==> src/rtl/bcd_display_mux.sv <==
// Two-digit multiplexed 7-segment driver for a BCD adder result, with an error state
// that blinks "Er". All outputs are registered; reset is synchronous and active-low.
module bcd_display_mux #(
  parameter int REFRESH_CNT = 50000,
  parameter int BLINK_SLOTS = 64
) (
  input  logic       clk,
  input  logic       reset_n,
  input  logic       load,
  input  logic       clear,
  input  logic [7:0] result,
  input  logic       out_of_range,
  output logic [1:0] an,
  output logic [6:0] seg
);

  // state    | meaning
  // ST_BLANK | display dark, nothing captured since clear/reset
  // ST_SHOW  | valid BCD result on the digits
  // ST_ERR   | illegal operand or result, blink "Er"
  typedef enum logic [1:0] {ST_BLANK, ST_SHOW, ST_ERR} state_t;

  localparam int CW = $clog2(REFRESH_CNT);
  localparam int BW = $clog2(BLINK_SLOTS + 1);

  state_t        r_state;
  state_t        w_next_state;
  logic [CW-1:0] r_refresh_cnt;
  logic          r_digit_sel;
  logic [BW-1:0] r_blink_cnt;
  logic          r_blink_on;
  logic [7:0]    r_result;
  logic          r_oor;
  logic          w_wrap;
  logic          w_bad;
  logic          w_err_entry;
  logic          w_cap_valid;
  logic [1:0]    w_an;
  logic [6:0]    w_seg;

  function automatic logic [6:0] f_seg(input logic [3:0] d);
    case (d)
      4'd0:    f_seg = 7'h40;
      4'd1:    f_seg = 7'h79;
      4'd2:    f_seg = 7'h24;
      4'd3:    f_seg = 7'h30;
      4'd4:    f_seg = 7'h19;
      4'd5:    f_seg = 7'h12;
      4'd6:    f_seg = 7'h02;
      4'd7:    f_seg = 7'h78;
      4'd8:    f_seg = 7'h00;
      4'd9:    f_seg = 7'h10;
      default: f_seg = 7'h7F;
    endcase
  endfunction

  assign w_wrap      = (r_refresh_cnt == CW'(REFRESH_CNT - 1));
  assign w_bad       = out_of_range | (result[7:5] != 3'b000) | (result[3:0] > 4'd9);
  assign w_err_entry = load & ~clear & w_bad;
  // SHOW is only entered with a legal capture; the guard keeps a corrupt capture dark
  assign w_cap_valid = ~r_oor & (r_result[7:5] == 3'b000) & (r_result[3:0] <= 4'd9);

  always_ff @(posedge clk) begin
    if (!reset_n) r_state <= ST_BLANK;
    else          r_state <= w_next_state;
  end

  always_comb begin
    w_next_state = r_state;
    if (clear)     w_next_state = ST_BLANK;
    else if (load) w_next_state = w_bad ? ST_ERR : ST_SHOW;
  end

  always_ff @(posedge clk) begin
    if (!reset_n) begin
      r_refresh_cnt <= '0;
      r_digit_sel   <= 1'b0;
      r_blink_cnt   <= '0;
      r_blink_on    <= 1'b1;
      r_result      <= 8'h00;
      r_oor         <= 1'b0;
    end else begin
      r_refresh_cnt <= w_wrap ? '0 : r_refresh_cnt + CW'(1);
      if (w_wrap) r_digit_sel <= ~r_digit_sel;
      if (load && !clear) begin
        r_result <= result;
        r_oor    <= out_of_range;
      end
      if (w_err_entry) begin
        r_blink_cnt <= '0;
        r_blink_on  <= 1'b1;
      end else if (r_state == ST_ERR && w_wrap) begin
        if (r_blink_cnt == BW'(BLINK_SLOTS - 1)) begin
          r_blink_cnt <= '0;
          r_blink_on  <= ~r_blink_on;
        end else begin
          r_blink_cnt <= r_blink_cnt + BW'(1);
        end
      end
    end
  end

  always_comb begin
    w_an  = 2'b11;
    w_seg = 7'h7F;
    case (r_state)
      ST_SHOW: begin
        if (w_cap_valid) begin
          if (!r_digit_sel) begin
            w_an  = 2'b10;
            w_seg = f_seg(r_result[3:0]);
          end else if (r_result[4]) begin
            w_an  = 2'b01;
            w_seg = 7'h79;
          end
        end
      end
      ST_ERR: begin
        if (r_blink_on) begin
          if (r_digit_sel) begin
            w_an  = 2'b01;
            w_seg = 7'h06;
          end else begin
            w_an  = 2'b10;
            w_seg = 7'h2F;
          end
        end
      end
      default: ;
    endcase
  end

  always_ff @(posedge clk) begin
    if (!reset_n) begin
      an  <= 2'b11;
      seg <= 7'h7F;
    end else begin
      an  <= w_an;
      seg <= w_seg;
    end
  end

endmodule

==> config.mk <==
export PLATFORM = sky130hd
export DESIGN_NAME = bcd_display_mux
export DESIGN_NICKNAME = d
export VERILOG_FILES = /design/src/rtl/bcd_display_mux.sv
export SDC_FILE = /design/constraint.sdc
export NUM_CORES = 1
export LEC_CHECK = 0
export ABC_AREA = 0
export CAP_MARGIN = 15
export CORE_UTILIZATION = 53
export CTS_BUF_LIST = sky130_fd_sc_hd__clkbuf_8
export DETAILED_ROUTE_END_ITERATION = 10
export PLACE_DENSITY = 0.78
export SETUP_SLACK_MARGIN = 0.4
export SLEW_MARGIN = 25
export SYNTH_ARGS = -nofsm -noshare
export SYNTH_HDL_FRONTEND = slang
export SYNTH_SLANG_ARGS = --single-unit
==> constraint.sdc <==
create_clock -name clk -period 1.8 [get_ports clk]
set_input_delay 0.27 -clock clk [delete_from_list [all_inputs] [get_ports clk]]
set_output_delay 0.27 -clock clk [all_outputs]
set_load 0.01 [all_outputs]
==> flow_summary.toml <==
[cells_and_area]
num-fill-cells = 260
drive_gt1_frac = 0.3107
diodes = 0
final_common_cell = "dfxtp_1"
nets = 330
layout_common_cells = "44 x dfxtp_1, 37 x buf_4, 29 x nor2_1"
area_growth_pct = 39.42

[cts]
clock-sinks = 52
cts_inserted_buffers = 5
clk_latency_ns = 0.31
clockRootBuffer = "clkbuf_8"
htree_levels = 2
clock_path_buffers = 2
path_clk_slew_ns = 0.10
cts_tree = "yes"

[power]
p_comb_frac = 0.125
p_clk_frac = 0.313
netSwitchingFraction = 0.2544
switchingPower_mw = 0.5473
vdd_drop_max_v = 0.0005139
cellLeakagePower_nw = 1.264
power_density_nw_per_um2 = 695.5
p_int_mw = 1.604
power_frac_seq = 0.562

[placed_design]
port_buffers = 21
place_ws_ns = -0.3137
dp_hpwl_um = 3166
routabilityCongestion = 0.8005

[worst_setup_path]
critPathArrivalTime_ns = 2.22
cp-end-kind = "register"
max_stage_delay_ns = 0.60
startpoint_type = "register"
path_max_fanout = 4
cpMaxStageDelayCell = "or4_4"
worstPathRequired_ns = 2.01
critPathKind = "reg -> reg"
path_cells = "or4b_4, or4_4, or2_4, o211a_1"

[yosys]
ys_ff_latch = 52
synth.distinct_cells = 36
ys.flop_type = "dfxtp_1"
yosys_warnings = 0
synth_edf_count = 0
postSynth.asyncResetShare = 0
syn_avg_cell_area_um2 = 9.055
seq_area_frac_synth = 0.4693
syn_inst = 245
synthesis.area_um2 = 2218
synthesis.nets = 267

[sta]
relSlewSlack = 0.6836
rsz0062_at_grt = "yes"
max_freq_mhz = 497.7
setup_tns_ns = -3.525
fin_crit_ns = 2.009
setup_viol = 24
slew_violations = 0
fin_ws_ns = -0.2091
tightest_slew_ns = 0.4697
fin_crit_sh = 1.116
hold_viol = 0
skew_ns = 0.003982

[hold_path]
min_path_type = "in -> reg"

[floorplan]
rows = 23
fp.dieW_um = 66.70
die_h_um = 66.70
fp.coreArea_um2 = 4000
dieArea_um2 = 4448
ios = 22
start_util = 0.5546

[status]
status = "complete, but fails checks"
violations = "negative setup slack"

[route]
routedWlPerCell_um = 13.67
firstDrtPassIters = 4
drc = 0
vias_per_cell = 5.209
finalWirelength_um = 4906
first_iter_violations = 55
num_vias = 1870
ant_nets = 0

[grt]
grtUsageTotal = 0.2289
grt_max_degree = 18
antenna_found_initial = 0
grt_pass1_wl_um = 7396
overflow = 0
grt_pass1_vias = 1655

[job]
maxCapViolCount = 0
## power by group through the flow
stage,Clock (mW),Combinational [mW],Sequential (mW)
after floorplan,0,0.124,1.23
after global placement,0,0.225,1.23
after detailed placement,0,0.232,1.23
after CTS,0.682,0.243,1.21
after global routing,0.733,0.292,1.21
final,0.673,0.268,1.21
## logic make-up (layout without fill, tap and decap cells)
logic type,Yosys count,count (layout),synth area share
compound gates,38,38,0.1027
xor+xnor,20,20,0.07896
fa+ha+maj,9,9,0.05076
buf+inv,20,84,0.03497
flops,52,52,0.4693
mux,10,10,0.04625
simple gates,96,96,0.2171
## synthesized netlist by cell type (6+ instances only)
| library cell | instances | area [µm²] |
|---|---|---|
| nand2_1 | 28 | 105.1 |
| ha_1 | 9 | 112.6 |
| nand4_1 | 6 | 37.54 |
| inv_1 | 13 | 48.80 |
| nand2b_1 | 7 | 43.79 |
| dfxtp_1 | 52 | 1041 |
| a21o_1 | 6 | 45.04 |
| nand3_1 | 7 | 35.03 |
| mux2i_1 | 8 | 80.08 |
| nor2_1 | 30 | 112.6 |
| xnor2_1 | 8 | 70.07 |
| xor2_1 | 12 | 105.1 |
| o21ai_0 | 9 | 45.04 |
| a21oi_1 | 16 | 80.08 |
## area by class of cell
type                            instances  area, µm²  area share
Timing Repair Buffer                   62      528.0      0.1707
Inverter                               14      63.81     0.02063
Clock buffer                            5      68.82     0.02225
Tap cell                               50      62.56     0.02023
Clock inverter                          3      23.77    0.007686
Sequential cell                        52       1051      0.3398
Multi-Input combinational cell        173       1295      0.4187
## layer usage
| layer | global-route usage | vias to the layer above | wire, µm |
|---|---|---|---|
| li1 | - | 945 | - |
| met1 | 0.2951 | 874 | 2202 |
| met2 | 0.3636 | 43 | 2440 |
| met3 | 0.04281 | 8 | 185 |
| met4 | 0.1117 | 0 | 78 |
| met5 | 0 | - | 0 |
## through the flow
step	utilization	hold WS, ns	instance area, µm²	power, mW	std cells
floorplan	-	0.3640	2332	1.358	245
finish	0.7732	0.2671	3093	2.151	359
global route	0.7732	0.2797	3093	2.239	359
global placement	0.7022	0.4166	2809	1.457	341
CTS	0.7438	0.2739	2975	2.132	354
detailed placement	0.7022	0.4162	2809	1.465	341
## final timing paths
path / start / slack [ns] / depth (start not counted) / endpoint
worst max register to register: r_refresh_cnt[7] / -0.21 / 4 / r_blink_cnt[6]
worst min-delay path: load / 0.27 / 3 / r_state[1]
worst min register to register: register / 0.44 / 1 / seg[0]
worst max-delay path: r_refresh_cnt[7] / -0.21 / 4 / r_blink_cnt[6]
## critical path, delay by kind of cell (launching register included)
family / cells / cell delay [ns]
compound gates: 1 / 0.20
flops: 1 / 0.33
simple gates: 3 / 1.39
## what timing repair did
item,4_1_cts,5_1_grt
setup endpoints to repair,50,37
cloned,0,0
pin swaps,15,9
gates resized for setup,37,20
hold buffers,0,0
setup buffers,5,5
Power figures use the tool's default switching activity.
